## src/rtl/fnv_digest_stream_if.sv

```systemverilog
// Byte-stream handshake bundle for the FNV-1a digest engine.
// Master drives message bytes and reads the digest back; slave is the engine.
interface fnv_digest_stream_if;
  logic [7:0]  in_byte;
  logic        in_valid;
  logic        in_last;
  logic        in_ready;
  logic        abort;
  logic [7:0]  out_byte;
  logic        out_valid;
  logic        out_ready;
  logic [31:0] digest;
  logic        digest_valid;
  logic [15:0] byte_count;

  modport master (
    output in_byte, in_valid, in_last, abort, out_ready,
    input  in_ready, out_byte, out_valid, digest, digest_valid, byte_count
  );

  modport slave (
    input  in_byte, in_valid, in_last, abort, out_ready,
    output in_ready, out_byte, out_valid, digest, digest_valid, byte_count
  );
endinterface

```

## src/rtl/fnv_digest_stream.sv

```systemverilog
// FNV-1a 32-bit digest engine: folds one byte per cycle, then serializes
// the latched digest as four bytes on the TX side.
module fnv_digest_stream #(
  parameter logic [31:0] OFFSET_BASIS = 32'h811C9DC5,
  parameter logic [31:0] FNV_PRIME    = 32'h01000193,
  parameter bit          MSB_FIRST    = 1'b1
) (
  input  logic               clk,
  input  logic               reset,
  fnv_digest_stream_if.slave bus
);

  typedef enum logic {ACCEPT, DRAIN} state_e;

  state_e      state_q;
  logic [31:0] hash_q;
  logic [31:0] hash_d;
  logic [31:0] digest_q;
  logic        digest_valid_q;
  logic [15:0] count_q;
  logic [1:0]  idx_q;
  logic [1:0]  lane;
  logic        accept;

  assign accept = (state_q == ACCEPT) && bus.in_valid;
  assign hash_d = (hash_q ^ {24'b0, bus.in_byte}) * FNV_PRIME;

  always_ff @(posedge clk) begin
    if (reset) begin
      state_q        <= ACCEPT;
      hash_q         <= OFFSET_BASIS;
      digest_q       <= 32'h0;
      digest_valid_q <= 1'b0;
      count_q        <= 16'h0;
      idx_q          <= 2'd0;
    end else if (bus.abort) begin
      state_q <= ACCEPT;
      hash_q  <= OFFSET_BASIS;
      count_q <= 16'h0;
      idx_q   <= 2'd0;
    end else begin
      case (state_q)
        ACCEPT: begin
          if (accept) begin
            hash_q <= hash_d;
            // A set digest_valid means this is the first byte of a new message.
            if (digest_valid_q) begin
              count_q        <= 16'd1;
              digest_valid_q <= 1'b0;
            end else if (count_q != 16'hFFFF) begin
              count_q <= count_q + 16'd1;
            end
            if (bus.in_last) begin
              digest_q       <= hash_d;
              digest_valid_q <= 1'b1;
              idx_q          <= 2'd0;
              state_q        <= DRAIN;
            end
          end
        end
        DRAIN: begin
          if (bus.out_ready) begin
            idx_q <= idx_q + 2'd1;
            if (idx_q == 2'd3) begin
              hash_q  <= OFFSET_BASIS;
              state_q <= ACCEPT;
            end
          end
        end
        default: state_q <= ACCEPT;
      endcase
    end
  end

  // Outputs decode only registered state, so nothing on in_* reaches out_*.
  assign lane             = MSB_FIRST ? ~idx_q : idx_q;
  assign bus.in_ready     = (state_q == ACCEPT);
  assign bus.out_valid    = (state_q == DRAIN);
  assign bus.out_byte     = (state_q == DRAIN) ? digest_q[{lane, 3'b000} +: 8] : 8'h00;
  assign bus.digest       = digest_q;
  assign bus.digest_valid = digest_valid_q;
  assign bus.byte_count   = count_q;

endmodule

```

## src/flat_wrapper.sv

```systemverilog
// flat-port wrapper written by rule: the top's interface ports become plain ports
module fnv_digest_stream_flat 
#(
  parameter logic [31:0] OFFSET_BASIS = 32'h811C9DC5,
  parameter logic [31:0] FNV_PRIME    = 32'h01000193,
  parameter bit          MSB_FIRST    = 1'b1
)
  (clk, reset, bus_in_byte, bus_in_valid, bus_in_last, bus_abort, bus_out_ready, bus_in_ready, bus_out_byte, bus_out_valid, bus_digest, bus_digest_valid, bus_byte_count);
  fnv_digest_stream_if bus_i ();
  input  logic clk;
  input  logic reset;
  input wire logic [$bits(bus_i.in_byte)-1:0] bus_in_byte;
  input wire logic [$bits(bus_i.in_valid)-1:0] bus_in_valid;
  input wire logic [$bits(bus_i.in_last)-1:0] bus_in_last;
  input wire logic [$bits(bus_i.abort)-1:0] bus_abort;
  input wire logic [$bits(bus_i.out_ready)-1:0] bus_out_ready;
  output wire logic [$bits(bus_i.in_ready)-1:0] bus_in_ready;
  output wire logic [$bits(bus_i.out_byte)-1:0] bus_out_byte;
  output wire logic [$bits(bus_i.out_valid)-1:0] bus_out_valid;
  output wire logic [$bits(bus_i.digest)-1:0] bus_digest;
  output wire logic [$bits(bus_i.digest_valid)-1:0] bus_digest_valid;
  output wire logic [$bits(bus_i.byte_count)-1:0] bus_byte_count;
  assign bus_i.in_byte = bus_in_byte;
  assign bus_i.in_valid = bus_in_valid;
  assign bus_i.in_last = bus_in_last;
  assign bus_i.abort = bus_abort;
  assign bus_i.out_ready = bus_out_ready;
  assign bus_in_ready = bus_i.in_ready;
  assign bus_out_byte = bus_i.out_byte;
  assign bus_out_valid = bus_i.out_valid;
  assign bus_digest = bus_i.digest;
  assign bus_digest_valid = bus_i.digest_valid;
  assign bus_byte_count = bus_i.byte_count;
  fnv_digest_stream #(.OFFSET_BASIS(OFFSET_BASIS), .FNV_PRIME(FNV_PRIME), .MSB_FIRST(MSB_FIRST)) u_core (.clk(clk), .reset(reset), .bus(bus_i));
endmodule
```

## config.mk

```make
export PLATFORM = sky130hd
export DESIGN_NAME = fnv_digest_stream_flat
export DESIGN_NICKNAME = d
export VERILOG_FILES = /design/src/rtl/fnv_digest_stream_if.sv /design/src/rtl/fnv_digest_stream.sv /design/src/flat_wrapper.sv
export SDC_FILE = /design/constraint.sdc
export NUM_CORES = 1
export LEC_CHECK = 0
export BUFFER_PORTS_ARGS = -buffer_cell sky130_fd_sc_hd__buf_2
export CAP_MARGIN = 0
export CORE_MARGIN = 3
export CORE_UTILIZATION = 45
export DETAILED_ROUTE_END_ITERATION = 8
export SLEW_MARGIN = 5
export SYNTH_ARGS = -nofsm -noshare
export SYNTH_HDL_FRONTEND = slang
export SYNTH_SLANG_ARGS = --single-unit
```

## constraint.sdc

```tcl
create_clock -name clk -period 15.8 [get_ports clk]
set_input_delay 3.16 -clock clk [delete_from_list [all_inputs] [get_ports clk]]
set_output_delay 3.16 -clock clk [all_outputs]
set_load 0.1 [all_outputs]
```

Yosys cells after proc, flatten, opt, wreduce, memory -nomap -nowiden. Index checks and enable logic that the tools add are counted.

Logic and storage cells: 44. Bits of input ports: 14. Flip-flop bits (word level): 84.

Add/subtract/negate cells: 2. Equal/unequal tests: 6. Shift operators: 1. $mul: 1. Bitwise gates (word level): 4. Reductions and logical operators: 8. Mux-type cells: 16.

Operator list (count): $mux W32 (3); $pmux W32 S2 (1); $mul A32 B25 Y32 const B (1); $mux W16 (2); $shiftx A32 B6 Y8 (1); $xor A32 B8 Y32 (1); $add A16 B1 Y16 const B (1); $ne A16 B16 Y1 const B (1); $reduce_and A3 Y1 (4); $mux W8 (1); $mux W2 (3); $ne A2 B2 Y1 const B (3); $mux W1 (4); $pmux W2 S2 (1); $reduce_and A4 Y1 (1); $add A2 B1 Y2 const B (1); $eq A2 B2 Y1 const B (1); $ne A2 B1 Y1 const B (1); $not A1 Y1 (2); $not A2 Y2 (1); $pmux W1 S2 (1); $reduce_bool A2 Y1 (1); $reduce_or A2 Y1 (1); $logic_and A1 B1 Y1 (1).

Logic depth before layout (Yosys ltp).
Word-level depth: 4. Gate-level depth with buffers: 21. Mapped depth without buffers: 21.

Least setup slack after synthesis. OpenSTA, ideal clock, no wires.

Path kind: input -> register. Start point: in bus_in_byte[3]. End point: reg u_core.hash_q[30]. Data required time: 15683 ps. Stages: 20. Path buffers: 1. Setup time: 117 ps. Path slack: 7755 ps. Data arrival time: 7928 ps. Path through: xor2_1 -> ha_1 -> ha_1 -> fa_1 -> ha_1 -> fa_1 -> ha_1 -> inv_1 -> fa_1 -> inv_1 -> ha_1 -> buf_2 -> a21oi_1 -> o21ai_1 -> a31o_1 -> a211oi_1 -> o31a_1 -> o21ai_0 -> xor2_1 -> a22o_1.

Word-level cells in the longest chain between the ends: 4.

Ends and longest elaborated chain: from (decl) (RTL line flat_wrapper.sv:12) `input wire logic [$bits(bus_i.in_byte)-1:0] bus_in_byte;`; $xor A32 B8 Y32 (RTL line fnv_digest_stream.sv:26) `assign hash_d = (hash_q ^ {24'b0, bus.in_byte}) * FNV_PRIME;`; $mul A32 B25 Y32 (RTL line fnv_digest_stream.sv:26); $mux W32 (RTL line fnv_digest_stream.sv:44) `if (accept) begin`; $pmux W32 S2 (RTL line fnv_digest_stream.sv:42) `case (state_q)`; to (signal assigned) (RTL line fnv_digest_stream.sv:45) `hash_q <= hash_d;`; to (decl) (RTL line fnv_digest_stream.sv:16) `logic [31:0] hash_q;`.

No other way between the ends. The select of a mux whose other input is x is not followed. A chain may end at the register's enable or synchronous reset.

Worst setup path in the final report. Ends and elaborated chain as after synthesis.

==> results.toml <==
[floorplanning]
initial_utilization_pct = 46.2
core_area_mm2 = 0.0197
ios = 73
num_rows = 51
fp.dieH_um = 148
die-area_mm2 = 0.0219
dieWidth_um = 148

[final_layout]
fillers = 1954
final-seq-area_mm2 = 0.00168
stdcell_area_mm2 = 0.0100
areaGrowthSynthToFinish_pct = 10.6
antenna_cells = 0
final_common_cell = "inv_1"
layout-drive-gt1-share_pct = 10.8
fin_util_pct = 51.1
multiInputGateArea_mm2 = 0.00656
fin_nets = 1339
final_cell_mix = "197 x inv_1, 187 x ha_1, 84 x dfxtp_1"

[clocking]
cts-htree-levels = 3
cts.sinks = 84
cts-root-buf = "clkbuf_16"
clock_latency_ns = 0.34
postCtsSetupRepairBufs = 0
cts_tree = "done"
cts_buffers = 9
post_cts_resized = 0
clkTransAtPathRegs_ns = 0.06
cts_hold_buf = 0
cts_buffer_depth = 2

[logic_synthesis]
async_reset_ff_share_pct = 0
synth-main-ff-cell = "dfxtp_1"
avgSynthCellArea_um2 = 9.08
syn_inst = 1000
synth_enable_flop_cells = 0
synth.distinct_cells = 56
synth.net_count = 1275
ys_ff_latch = 84
syn_area_mm2 = 0.00908
ys_seq_area_share_pct = 18.5
yosysWarningCount = 0

[global_routing]
grt.total_usage_pct = 21.7
grt_pass1_vias = 7066
grt_pass1_wl_um = 37400
grt_max_degree = 39
antenna_found_initial = 0
grt.overflow.total = 0

[timing]
slew_violations = 0
max_slew_margin_pct = 44.0
worstMarginPinSlew_ns = 0.831
tns_ns = 0
post-route-min-period_ns = 8.48
rsz0062_at_grt = "no"
fmax_mhz = 118
finClkSkew_ns = 0.00509
whs_ns = 0.479
setup_viol = 0
fin_crit_sh_pct = 53.7
hold_viol = 0

[route]
wl_per_cell_um = 17.2
drtIter0Drc = 339
detail-route-antenna-nets = 0
drt-total-wl_um = 23000
vias = 6941
drc_errors = 0
drt_pass1_iterations = 6
routed_via_density = 5.20

[critical_path]
start_kind = "primary input"
required_ns = 16.03
cp-end-kind = "flip-flop"
cp_data_arrival_time_ns = 8.71
critPathKind = "in2reg"
worstPathMaxFanout = 7

[flow_run]
maxCapViolCount = 0

[status]
status = "finished clean"

[placement]
dpl.hpwl_um = 19400
placed_area_mm2 = 0.00973
portBuffers = 72
place.gp.congestion = 0.891

[hold_path]
hp-class = "reg2reg"
## registers in the layout, summed over array words and instances, names as in the netlist
| signal | cells |
|---|---|
| u_core.bus.out_valid | 1 |
| u_core.idx_q | 2 |
| u_core.bus.digest_valid | 1 |
| u_core.bus.digest | 32 |
| u_core.bus.byte_count | 16 |
| u_core.hash_q | 32 |
## logic make-up (layout without fill, tap and decap cells)
family | Yosys count | in the layout | share of synthesized area (%)
muxes | 9 | 9 | 2.09
and+or+nand+nor | 209 | 209 | 10.4
xor gates and xnor gates | 67 | 67 | 6.46
AOI/OAI and AO/OA | 147 | 147 | 11.2
adders and majority gates | 261 | 261 | 42.1
buffers and inverters | 223 | 292 | 9.27
DFF | 84 | 84 | 18.5
## final cells by class
class | instances | share of cell area [%]
Clock inverter | 4 | 0.548
Tap cell | 265 | 3.30
Multi-Input combinational cell | 693 | 65.3
Inverter | 197 | 7.36
Clock buffer | 12 | 2.65
Timing Repair Buffer | 79 | 4.11
Sequential cell | 84 | 16.7
## worst max-delay path: stages
cell,delay [ns]
buf_2,0.10
xor2_1,0.56
ha_1,0.36
ha_1,0.31
fa_1,0.48
ha_1,0.21
fa_1,0.47
ha_1,0.29
inv_1,0.05
fa_1,0.52
inv_1,0.04
ha_1,0.38
a21oi_1,0.19
o21ai_1,0.09
a31o_1,0.26
a211oi_1,0.30
o31a_1,0.38
o21ai_0,0.17
xor2_1,0.17
a22o_1,0.20
## metal layers
metal  wire, um  GRT usage (%)  vias to the layer above
met3        918           2.77                       31
met4        495           4.85                        0
met5          0              0                        -
met1      10600           29.8                     3324
met2      11000           36.7                      155
li1           -              -                     3431
## path summary, 6_finish.rpt
path | startpoint | endpoint | slack [ns] | cells past startpoint
max | bus_in_byte[3] | u_core.hash_q[30] | 7.32 | 20
min | u_core.bus.digest[15] | u_core.bus.digest[15] | 0.48 | 2
max reg2reg | u_core.hash_q[3] | u_core.hash_q[30] | 9.87 | 19
min reg2reg | u_core.bus.digest[15] | u_core.bus.digest[15] | 0.48 | 2
## Yosys cell counts (2+ instances only)
master / number / area share, %
ha_1: 187 / 26
nor2b_1: 5 / 0.34
clkbuf_1: 20 / 0.83
inv_1: 197 / 8.1
a221o_1: 3 / 0.33
nor4_1: 4 / 0.28
nor2_1: 64 / 2.6
a211oi_1: 8 / 0.66
nor3_1: 12 / 0.66
xor2_1: 27 / 2.6
a31oi_2: 2 / 0.28
nand4_1: 9 / 0.62
a211o_1: 3 / 0.29
dfxtp_1: 84 / 19
a22o_1: 8 / 0.77
o22ai_1: 7 / 0.48
o31ai_1: 2 / 0.17
o21bai_1: 4 / 0.33
and2_1: 10 / 0.69
nand2b_1: 2 / 0.14
o21a_1: 5 / 0.41
a31oi_1: 7 / 0.48
nor3b_1: 5 / 0.41
o211ai_1: 2 / 0.17
a22oi_1: 8 / 0.66
nand2_1: 76 / 3.1
buf_2: 4 / 0.22
o21ai_0: 16 / 0.88
o21ai_1: 2 / 0.11
xnor2_1: 40 / 3.9
a21oi_1: 47 / 2.6
buf_1: 2 / 0.083
fa_1: 74 / 16
nand3_1: 14 / 0.77
a21o_1: 12 / 0.99
mux4_2: 8 / 2.0
## stage by stage
step	worst slack, ns	std cells
6_report	7.32	1334
5_1_grt	7.06	1334
4_1_cts	7.31	1334
3_5_place_dp	6.93	1318
3_3_place_gp	7.05	1318
2_1_floorplan	7.76	1000
Power is left out: the tool's default activity adds up to more than one toggle a clock period on the data nets, which glitch-free logic cannot reach.
